## config.mk

```make
export PLATFORM = sky130hd
export DESIGN_NAME = div
export DESIGN_NICKNAME = d
export VERILOG_FILES = /design/src/rtl/div.sv
export SDC_FILE = /design/constraint.sdc
export NUM_CORES = 1
export LEC_CHECK = 0
export BUFFER_PORTS_ARGS = -buffer_cell sky130_fd_sc_hd__buf_2
export CAP_MARGIN = 30
export CORE_ASPECT_RATIO = 2
export CORE_MARGIN = 10
export CORE_UTILIZATION = 60
export DETAILED_ROUTE_END_ITERATION = 12
export GPL_TIMING_DRIVEN = 0
export MAX_ROUTING_LAYER = met4
export PLACE_DENSITY = 0.77
export SLEW_MARGIN = 30
export SYNTH_ARGS = -nofsm -noshare
export SYNTH_HDL_FRONTEND = slang
export SYNTH_SLANG_ARGS = --single-unit
```

## constraint.sdc

```tcl
create_clock -name clk -period 3.55 [get_ports clk]
set_input_delay 0.355 -clock clk [delete_from_list [all_inputs] [get_ports clk]]
set_output_delay 0.355 -clock clk [all_outputs]
set_load 0.02 [all_outputs]
```

## src/rtl/div.sv

```systemverilog
// Signed 32-bit sequential divider: restoring shift-subtract on magnitudes,
// sign correction in FIX, quotient on low and remainder on hi.
module div (
    input  logic        clk,
    input  logic        reset,
    input  logic [31:0] value_A_Dd,
    input  logic [31:0] value_B_Dv,
    input  logic        divInit,
    output logic [31:0] hi,
    output logic [31:0] low,
    output logic        divBusy,
    output logic        divDone,
    output logic        divZero
);

    typedef enum logic [1:0] {
        IDLE = 2'd0,
        RUN  = 2'd1,
        FIX  = 2'd2,
        DONE = 2'd3
    } state_t;

    state_t      state_q, state_d;
    logic [5:0]  cnt_q, cnt_d;
    logic [31:0] rem_q, rem_d;
    logic [31:0] quo_q, quo_d;
    logic [31:0] dvsr_q, dvsr_d;
    logic [31:0] hi_q, hi_d;
    logic [31:0] low_q, low_d;
    logic        sign_a_q, sign_a_d;
    logic        sign_q_q, sign_q_d;
    logic        zero_q, zero_d;

    logic [31:0] abs_a;
    logic [31:0] abs_b;
    logic [32:0] part_rem;
    logic [32:0] trial;

    // Operand magnitudes and one restoring step on the 33-bit partial remainder.
    always_comb begin
        abs_a    = value_A_Dd[31] ? (~value_A_Dd + 32'd1) : value_A_Dd;
        abs_b    = value_B_Dv[31] ? (~value_B_Dv + 32'd1) : value_B_Dv;
        part_rem = {rem_q, quo_q[31]};
        trial    = part_rem - {1'b0, dvsr_q};
    end

    always_comb begin
        // NOTE: every *_d gets its hold value first so no path through the case infers a latch.
        state_d  = state_q;
        cnt_d    = cnt_q;
        rem_d    = rem_q;
        quo_d    = quo_q;
        dvsr_d   = dvsr_q;
        hi_d     = hi_q;
        low_d    = low_q;
        sign_a_d = sign_a_q;
        sign_q_d = sign_q_q;
        zero_d   = zero_q;

        case (state_q)
            IDLE: begin
                cnt_d = 6'd0;
                if (divInit) begin
                    rem_d    = 32'd0;
                    quo_d    = abs_a;
                    dvsr_d   = abs_b;
                    sign_a_d = value_A_Dd[31];
                    sign_q_d = value_A_Dd[31] ^ value_B_Dv[31];
                    zero_d   = 1'b0;
                    if (value_B_Dv == 32'd0) begin
                        zero_d  = 1'b1;
                        hi_d    = value_A_Dd;
                        low_d   = 32'hFFFF_FFFF;
                        state_d = DONE;
                    end else begin
                        state_d = RUN;
                    end
                end
            end

            RUN: begin
                // Counts 0..31 are the 32 shift-subtract steps; count 32 is a settle cycle.
                if (!cnt_q[5]) begin
                    cnt_d = cnt_q + 6'd1;
                    if (!trial[32]) begin
                        rem_d = trial[31:0];
                        quo_d = {quo_q[30:0], 1'b1};
                    end else begin
                        rem_d = part_rem[31:0];
                        quo_d = {quo_q[30:0], 1'b0};
                    end
                end else begin
                    state_d = FIX;
                end
            end

            FIX: begin
                low_d   = sign_q_q ? (~quo_q + 32'd1) : quo_q;
                hi_d    = sign_a_q ? (~rem_q + 32'd1) : rem_q;
                state_d = DONE;
            end

            DONE: begin
                state_d = IDLE;
            end

            default: begin
                state_d = IDLE;
            end
        endcase
    end

    // NOTE: state registers use non-blocking assignments so all flops update from pre-edge values.
    always_ff @(posedge clk or negedge reset) begin
        if (!reset) begin
            state_q  <= IDLE;
            cnt_q    <= 6'd0;
            rem_q    <= 32'd0;
            quo_q    <= 32'd0;
            dvsr_q   <= 32'd0;
            hi_q     <= 32'd0;
            low_q    <= 32'd0;
            sign_a_q <= 1'b0;
            sign_q_q <= 1'b0;
            zero_q   <= 1'b0;
        end else begin
            state_q  <= state_d;
            cnt_q    <= cnt_d;
            rem_q    <= rem_d;
            quo_q    <= quo_d;
            dvsr_q   <= dvsr_d;
            hi_q     <= hi_d;
            low_q    <= low_d;
            sign_a_q <= sign_a_d;
            sign_q_q <= sign_q_d;
            zero_q   <= zero_d;
        end
    end

    assign hi      = hi_q;
    assign low     = low_q;
    assign divBusy = (state_q != IDLE);
    assign divDone = (state_q == DONE);
    assign divZero = zero_q;

endmodule
```

Word-level counts from Yosys, hierarchy flattened:

Cells that the tools add are included.

* add/subtract/negate cells: 6
* multipliers: 0
* divide/modulo/power cells: 0
* $lt $le $gt $ge: 0
* eq/ne operators: 7
* shift-type cells: 0
* muxes and demuxes: 25
* bitwise operators: 5
* reductions and logical operators: 10

Operator list (number)
* 2-to-1 mux 32 bit: 13
* one-hot mux 32 bit (2 select lines): 4
* adder 32 x 1 -> 32 bit (second input constant): 4
* inverter 32 bit: 4
* subtractor 33 x 32 -> 33 bit: 1
* logical NOT 32 bit: 1
* one-hot mux 6 bit (2 select lines): 1
* inequality test 2 bit (second input constant): 4
* one-hot mux 2 bit (4 select lines): 1
* adder 6 x 1 -> 6 bit (second input constant): 1
* 2-to-1 mux 2 bit: 3
* 2-to-1 mux 6 bit: 1
* AND reduction 2 bit: 3
* AND reduction 3 bit: 2
* nonzero test 2 bit: 3
* == test 2 bit (second input constant): 2
* == test 2 x 1 -> 1 bit (second input constant): 1
* logical NOT 2 bit: 1
* 2-to-1 mux 1 bit: 2
* bitwise XOR 1 bit: 1

* bits in registers: 171
* latch bits: 0
* RAM bits: 0
* bits in read-only memories: 0
* input port bits: 67
* output and inout port bits: 67
* memories: 0

Depth between registers and ports, before layout:

Gate-level depths: netlist of run 1.

* depth in word-level cells: 5
* gate-level depth with buffers: 14
* depth with buffers taken out: 11

Worst setup path before layout of run 1:

No wires, ideal clock.

* path kind: reg2reg
* start point: reg rem_q[12]
* end point: reg rem_q[10]
* arrival: 3.019 ns
* required time: 3.424 ns
* slack: 0.405 ns
* cell stages (with the launch flop): 13
* buffers on the path: 3
* cells stage by stage: dfrtp_1 -> ha_1 -> clkbuf_2 -> nand4_1 -> a2111oi_0 -> o21ai_1 -> a2111oi_2 -> nor3_1 -> or3b_1 -> and2_1 -> buf_2 -> buf_6 -> a221o_1

* cells in the longest elaborated chain, start to end: 4

Ends and longest elaborated chain
* start: declaration: RTL line 25 `logic [31:0] rem_q, rem_d;`
* start signal: assignment: RTL line 129 `rem_q <= rem_d;`
* subtractor 33 x 32 -> 33 bit: RTL line 44 `trial = part_rem - {1'b0, dvsr_q};`
* 2-to-1 mux 32 bit: RTL line 85 `if (!trial[32]) begin`
* 2-to-1 mux 32 bit: RTL line 83 `if (!cnt_q[5]) begin`
* one-hot mux 32 bit (2 select lines): RTL line 60 `case (state_q)`

Every way passes these cells. The select of a mux whose other input is x is not followed.
A chain may end at the register's enable or synchronous reset.

Worst setup path after layout of run 1:

* start point: reg rem_q[13]
* end point: reg quo_q[0]

* cells in the longest elaborated chain, start to end: 4

Ends and longest elaborated chain
* subtractor 33 x 32 -> 33 bit: RTL line 44
* 2-to-1 mux 1 bit: RTL line 85
* 2-to-1 mux 32 bit: RTL line 83
* one-hot mux 32 bit (2 select lines): RTL line 60
* end signal: assignment: RTL line 130 `quo_q <= quo_d;`
* end: declaration: RTL line 26 `logic [31:0] quo_q, quo_d;`

Every way passes these cells. The select of a mux whose other input is x is not followed.

==> key figures, run 1 <==
Layout
  – Filler cell count in the final layout: 1712
  – Storage cell area: 4290 um^2
  – Share of layout cells above drive strength 1: 0.152
  – Multi-input logic area: 7370 um^2
  – Synth-to-Final Area Change: 15.7%
  – Fin nets: 1736

STA
  – Slew Limit Fails: 0
  – Layout Skew: 0.00744 ns
  – Max transition margin: 0.329
  – Period Utilization, post-route: 0.993
  – RSZ-0062 raised after global routing: no
  – Peak Freq: 284 MHz
  – Min Tclk post-route: 3.52 ns
  – Final hold vios: 0
  – Worst setup margin: 0.0253 ns
  – Final setup fails: 0
  – Hold_ws: 0.188 ns
  – Measured slew at the worst slew-check pin: 1.01 ns

Floorplanning
  – Die Area: 26500 um^2
  – Row count: 73
  – Core Box Area: 19800 um^2
  – Die W: 120 um
  – Initial Utilization: 0.608
  – Die H: 220 um
  – IO Count: 134

Placement
  – Dpl ws: -0.998 ns
  – RD Place Congestion: 1.07
  – Post-DP HPWL: 35000 um
  – Port Buf Inserts: 131

Synthesis
  – Cells after Synth: 1466
  – Synth Net Count: 1575
  – Synth Cell Area: 12100 um^2
  – Synth Flop Type: dfrtp_1
  – Post-synth EDFFs: 0
  – Synthesis-stage register bit count: 171
  – Sequential share of the synthesized area: 0.355
  – Ys async rst share: 1.00
  – Yosys warns: 0
  – Top cells by area, synth: dfrtp_1 (35%), xor2_1 (7.5%), nand2_1 (6.8%)
  – Yosys cell types: 68
  – Area leader, netlist: dfrtp_1
  – Top-area cell type share of the netlist area: 0.355
  – Syn Area/Cell: 8.22 um^2

Drt
  – Final wirelength: 43700 um
  – Antenna Nets Post-Route: 0
  – DRT iter0 DRCs: 1038
  – Vias: 12100
  – DR WL/cell: 22.9 um
  – Via density per instance: 6.34
  – Drt pass-1 iters: 12
  – Residual DRC: 1

Pwr
  – Pwr dens: 887 nW/um^2
  – Total power: 12.4 mW
  – Maximum vdd drop: 405 uV
  – Leakage power: 6.22 nW

Worst setup path
  – Critical path class: register to register
  – Crit-path slowest cell: dfrtp_2
  – Worst Reg-to-Reg Cells: 13
  – Cell family with most CP delay: compound AO/OA/AOI/OAI gates
  – CP Launch Point: rem_q[13]$_DFFE_PN0P_
  – CP Depth: 13
  – CP max stage delay: 0.44 ns
  – FF-to-FF Start: rem_q[13]$_DFFE_PN0P_
  – CP endpoint kind: register
  – Crit-path most repeated cell: buf_4
  – CP required: 3.87 ns
  – Critical Path Fanout Max: 10
  – WP buf/inv: 4
  – CP startpoint kind: register
  – Worst Path Arrival: 3.84 ns
  – Crit-path cells: ha_1 > buf_4 > nand4_1 > a2111oi_4 > o21ai_4 > a2111oi_4 > buf_4 > nor3_4 > or3b_1 > clkbuf_4 > buf_4 > a31oi_2 > o21ai_0

Clock tree
  – Clock Latency Late Sink: 0.46 ns
  – Reg clk slew, reported paths: 0.07 ns
  – CTS root buffer: clkbuf_16
  – CTS Sinks: 171
  – CTS tree: done
  – H-tree Lvls: 4
  – Cts bufs inserted: 17
  – Maximum buffer depth of the clock tree: 2

GRT
  – Overflow after GRT: 0
  – Vias in the first global route: 12300
  – Total track usage: 0.339
  – Antenna violations before repair: 3
  – First-pass GRT wire length: 66300 um
  – Pin count of the biggest net entering global routing: 89

Run
  – Max-cap check violation count: 0

Min path
  – Hold Crit Class: primary input to register
  – Hold depth: 3
  – HP Start: value_B_Dv[30]

Run status
  – Outcome: complete, but fails checks
  – Failing checks: design-rule violations
[cells by family (layout without fill, tap and decap cells)]
logic type,Yosys count,in the layout,synth area share
flip-flops,171,171,0.355
XOR/XNOR,141,141,0.102
adder cells (fa/ha/maj),42,42,0.0442
buffers and inverters,144,318,0.0515
AO/OA/AOI/OAI,451,451,0.238
other,0,3,0
multiplexers,25,25,0.0209
AND/OR/NAND/NOR,492,492,0.188
[worst min-delay path, stage by stage]
cell	delay (ns)
buf_2	0.09
xnor2_1	0.10
o21ai_0	0.06
[cell type report]
| type | instances | area share |
|---|---|---|
| antenna | 3 | 0.000538 |
| buffer | 93 | 0.0327 |
| clock buffer | 18 | 0.0315 |
| clock inverter | 14 | 0.00789 |
| inverter | 51 | 0.0137 |
| multi-input combinational | 1151 | 0.528 |
| sequential | 171 | 0.307 |
| tap | 262 | 0.0235 |
| timing repair buffer | 142 | 0.0552 |
[cells in the mapped netlist (all sizes together) (4+ instances only)]
| cell | number |
|---|---|
| nand2 | 218 |
| dfrtp | 171 |
| o21ai | 156 |
| nor2 | 115 |
| xor2 | 103 |
| a21oi | 84 |
| clkbuf | 61 |
| inv | 50 |
| ha | 41 |
| a31oi | 38 |
| xnor2 | 38 |
| o31ai | 33 |
| buf | 32 |
| mux2i | 24 |
| nand4 | 22 |
| nor3 | 22 |
| o211ai | 22 |
| a21o | 21 |
| or4 | 21 |
| nand3 | 18 |
| o41ai | 18 |
| a221o | 16 |
| a211oi | 13 |
| nor4 | 11 |
| or3 | 11 |
| nor2b | 10 |
| nand2b | 9 |
| o21a | 8 |
| or2 | 8 |
| and2 | 7 |
| and3 | 6 |
| a21boi | 5 |
| a22o | 5 |
| a2111oi | 4 |
| nor3b | 4 |
| o21bai | 4 |
| o31a | 4 |
| or3b | 4 |
[metrics by stage]
step	setup TNS [ns]	std cells	util	area, um^2
6_report	0	1905	0.704	14000
3_3_place_gp	-89.03	1859	0.658	13000
5_1_grt	0	1905	0.704	14000
4_1_cts	0	1900	0.697	13800
3_5_place_dp	-25.49	1860	0.660	13100
2_1_floorplan	0	1466	-	12100
[flip-flops by register name (all words and copies together), names as in the netlist]
name / count
cnt_q: 6
low: 32
dvsr_q: 32
quo_q: 32
rem_q: 32
sign_a_q: 1
hi: 32
sign_q_q: 1
state_q: 2
divZero: 1
[placed cells by master, fill, tap and decap left out, drive strengths merged, types with 5 or more instances in the layout]
master / netlist / routed
and2: 7 / 7
a22o: 5 / 5
or4: 21 / 21
clkinv: 1 / 5
a21oi: 84 / 84
nor3: 22 / 22
or2: 8 / 8
o41ai: 18 / 18
xnor2: 38 / 38
nor4: 11 / 11
nor2b: 10 / 10
inv: 50 / 57
a21boi: 5 / 5
mux2i: 24 / 24
nand2b: 9 / 9
a211oi: 13 / 13
o31ai: 33 / 33
buf: 32 / 172
o211ai: 22 / 22
nand2: 218 / 218
o21ai: 156 / 156
a221o: 16 / 16
and3: 6 / 6
dfrtp: 171 / 171
a21o: 21 / 21
o21a: 8 / 8
a31oi: 38 / 38
nand4: 22 / 22
nand3: 18 / 18
xor2: 103 / 103
nor2: 115 / 115
clkbuf: 61 / 80
ha: 41 / 41
or3: 11 / 11
[path summary, 6_finish.rpt]
kind                                          endpoint  slack (ns)
worst min-delay path            dvsr_q[30]$_DFFE_PN0P_        0.19
worst max register to register    quo_q[0]$_DFFE_PN0P_        0.03
worst min register to register      hi[11]$_DFFE_PN0P_        0.46
max in group asynchronous            hi[9]$_DFFE_PN0P_        2.16
worst max-delay path              quo_q[0]$_DFFE_PN0P_        0.03
min in group asynchronous          low[29]$_DFFE_PN0P_        0.49
[power breakdown]
group / switching [mW] / internal (mW) / total, mW / leakage (nW)
sequential: 0.635 / 2.69 / 3.33 / 2.09
clock: 0.875 / 0.926 / 1.80 / 0.266
combinational: 4.79 / 2.46 / 7.25 / 3.86
[timing repair]
action                                 in CTS  in global routing
pin swaps                                   5                  4
hold buffers                                1                  0
setup buffers                               7                  2
setup endpoints to repair                  33                 31
endpoints found under the hold margin      83                  0
resized for setup                          29                 29
[metal layers]
layer	track usage	up-vias	part of all wire	routed length, um
met1	0.279	5701	0.31	13400
met5	-	-	0	0
met2	0.625	541	0.54	23600
li1	-	5590	-	-
met3	0.0539	251	0.047	2070
met4	0.314	0	0.11	4660
(Power assumes the default switching activity.)
==> run 2, diff against run 1 <==
==> constraint.sdc (replaced) <==
create_clock -name clk -period 3.55 [get_ports clk]
set_input_delay 0.5325 -clock clk [delete_from_list [all_inputs] [get_ports clk]]
set_output_delay 0.5325 -clock clk [all_outputs]
set_load 0.02 [all_outputs]
==> run 2 against run 1 <==
Net effect: setup slack improved by 0.018 ns; clock skew about the same; via count decreased by 0.24%; combinational power about the same; hold slack got worse by 0.15 ns; the run now ends clean; core utilization decreased by 0.050 points; count of clock-buffer cells in the layout unchanged.
==> key figures, run 2 (same netlist as run 1, synthesis figures left out) <==
Worst setup path
  – Crit-path most repeated cell: buf_4
  – Crit-path slowest cell: dfrtp_2
  – CP required: 3.86 ns (about the same)
  – WP buf/inv: 4 (unchanged)
  – Worst Path Arrival: 3.82 ns (-0.02 ns)
  – CP endpoint kind: register
  – CP startpoint kind: register
  – CP max stage delay: 0.44 ns (about the same)
  – Critical Path Fanout Max: 10 (unchanged)
  – Crit-path cells: ha_1 > buf_4 > nand4_1 > a2111oi_4 > o21ai_4 > a2111oi_4 > buf_4 > nor3_4 > or3b_1 > clkbuf_4 > buf_4 > a31oi_2 > o21ai_0
  – Cell family with most CP delay: compound AO/OA/AOI/OAI gates
  – Critical path class: register to register

GRT
  – Pin count of the biggest net entering global routing: 89 (unchanged)
  – Overflow after GRT: 0 (unchanged)
  – Total track usage: 0.339 (unchanged)
  – Antenna violations before repair: 3 (unchanged)
  – First-pass GRT wire length: 66300 um (unchanged)
  – Vias in the first global route: 12300 (-0.049%)

STA
  – Hold_ws: 0.0417 ns (-0.147 ns)
  – Peak Freq: 285 MHz (+0.52%)
  – Period Utilization, post-route: 0.988 (-0.00511)
  – Final hold vios: 0 (unchanged)
  – Slew Limit Fails: 0 (unchanged)
  – Min Tclk post-route: 3.51 ns (-0.0181 ns)
  – Layout Skew: 0.00706 ns (-0.000383 ns)
  – Max transition margin: 0.320 (-0.00901)
  – Final setup fails: 0 (unchanged)
  – RSZ-0062 raised after global routing: no
  – Measured slew at the worst slew-check pin: 1.02 ns (+0.0135 ns)

Run
  – Max-cap check violation count: 0 (unchanged)

Run status
  – Outcome: completed

Clock tree
  – CTS tree: done
  – CTS Sinks: 171 (unchanged)
  – Clock Latency Late Sink: 0.46 ns (about the same)
  – Maximum buffer depth of the clock tree: 2 (unchanged)
  – Cts bufs inserted: 17 (unchanged)
  – CTS root buffer: clkbuf_16
  – Reg clk slew, reported paths: 0.07 ns (about the same)
  – H-tree Lvls: 4 (unchanged)

Placement
  – Post-DP HPWL: 35000 um (unchanged)
  – RD Place Congestion: 1.07 (unchanged)
  – Port Buf Inserts: 131 (unchanged)

Floorplanning
  – Die H: 220 um (unchanged)
  – Core Box Area: 19800 um^2 (unchanged)
  – Die Area: 26500 um^2 (unchanged)
  – Initial Utilization: 0.608 (unchanged)
  – Row count: 73 (unchanged)
  – Die W: 120 um (unchanged)
  – IO Count: 134 (unchanged)

Pwr
  – Pwr dens: 887 nW/um^2 (about the same)
  – Leakage power: 6.22 nW (about the same)
  – Maximum vdd drop: 406 uV (+0.17%)

Drt
  – Met3 WL: 2000 um (-3.1%)
  – DR WL/cell: 23.0 um (+0.40%)
  – Met2 WL post-DR: 23700 um (+0.57%)
  – Antenna Nets Post-Route: 0 (unchanged)
  – Vias: 12100 (-0.24%)
  – Top Layer Used: met4
  – Via density per instance: 6.33 (-0.19%)
  – Drt pass-1 iters: 8 (-4)
  – Final wirelength: 43900 um (+0.35%)
  – DRT iter0 DRCs: 1138 (+9.6%)
  – Met1 WL: 13600 um (+1.7%)
  – Residual DRC: 0 (-1)

Layout
  – Leading cell types in the layout, fill and taps excluded: nand2_1 (218), dfrtp_1 (165), buf_2 (141), o21ai_0 (134), nor2_1 (114)
  – Util after Layout: 0.704 (about the same)
  – Fin nets: 1735 (-0.058%)
  – Synth-to-Final Area Change: 15.7% (about the same)
  – Most common cell after layout, fill and taps aside: nand2_1
  – Share of layout cells above drive strength 1: 0.153 (about the same)

Min path
  – Hold Crit Class: primary input to async pin
-- run 2: cell count changes in the layout (fill, tap and decap cells not counted) --
cell,change
dlygate4sd3_1,-1
-- run 2: final timing paths --
path / start / to / slack, ns / cells after the start
max in group asynchronous: reset / rem_q[20]$_DFFE_PN0P_ / 2.60 / 2
min in group clk: value_B_Dv[30] / dvsr_q[30]$_DFFE_PN0P_ / 0.37 / 3
hold / removal: reset / low[29]$_DFFE_PN0P_ / 0.04 / 1
setup reg to reg: rem_q[13]$_DFFE_PN0P_ / quo_q[0]$_DFFE_PN0P_ / 0.04 / 13
setup / recovery: rem_q[13]$_DFFE_PN0P_ / quo_q[0]$_DFFE_PN0P_ / 0.04 / 13
hold reg to reg: hi[11]$_DFFE_PN0P_ / hi[11]$_DFFE_PN0P_ / 0.46 / 2
-- run 2: power breakdown --
| group | switching [mW] | leakage [nW] | internal [mW] |
|---|---|---|---|
| Combinational | 4.79 | 3.86 | 2.46 |
| Sequential | 0.636 | 2.09 | 2.69 |
| Clock | 0.867 | 0.266 | 0.927 |
-- run 2: metal layers --
metal	vias to the layer above	track usage
met5	-	-
met4	0	0.314
li1	5577	-
met2	508	0.625
met3	245	0.0539
met1	5724	0.279
-- run 2: cell type report --
type / count / area (um^2)
Antenna cell: 3 / 7.51
Sequential cell: 171 / 4290
Timing Repair Buffer: 141 / 761
Clock inverter: 14 / 110
Tap cell: 262 / 328
Inverter: 51 / 191
Multi-Input combinational cell: 1151 / 7370
Fill cell: 1713 / 5870
Buffer: 93 / 457
Clock buffer: 18 / 439
-- run 2: through the flow --
step	cell area [um^2]	total power [mW]	worst slack, ns	std cells	setup TNS, ns
finish	13900	12.4	0.0435	1904	0
global placement	13000	10.0	-0.871	1859	-128.49
floorplan	12100	7.97	0.405	1466	0
CTS	13800	12.2	0.00485	1899	0
global route	13900	13.2	0.00472	1904	0
detailed placement	13100	10.2	-0.998	1860	-35.21
-- run 2: timing repair --
action,CTS,global route
hold buffers,0,0
endpoints found under the setup margin,33,31
pin swaps,5,4
setup buffers,7,2
gates resized for setup,29,29
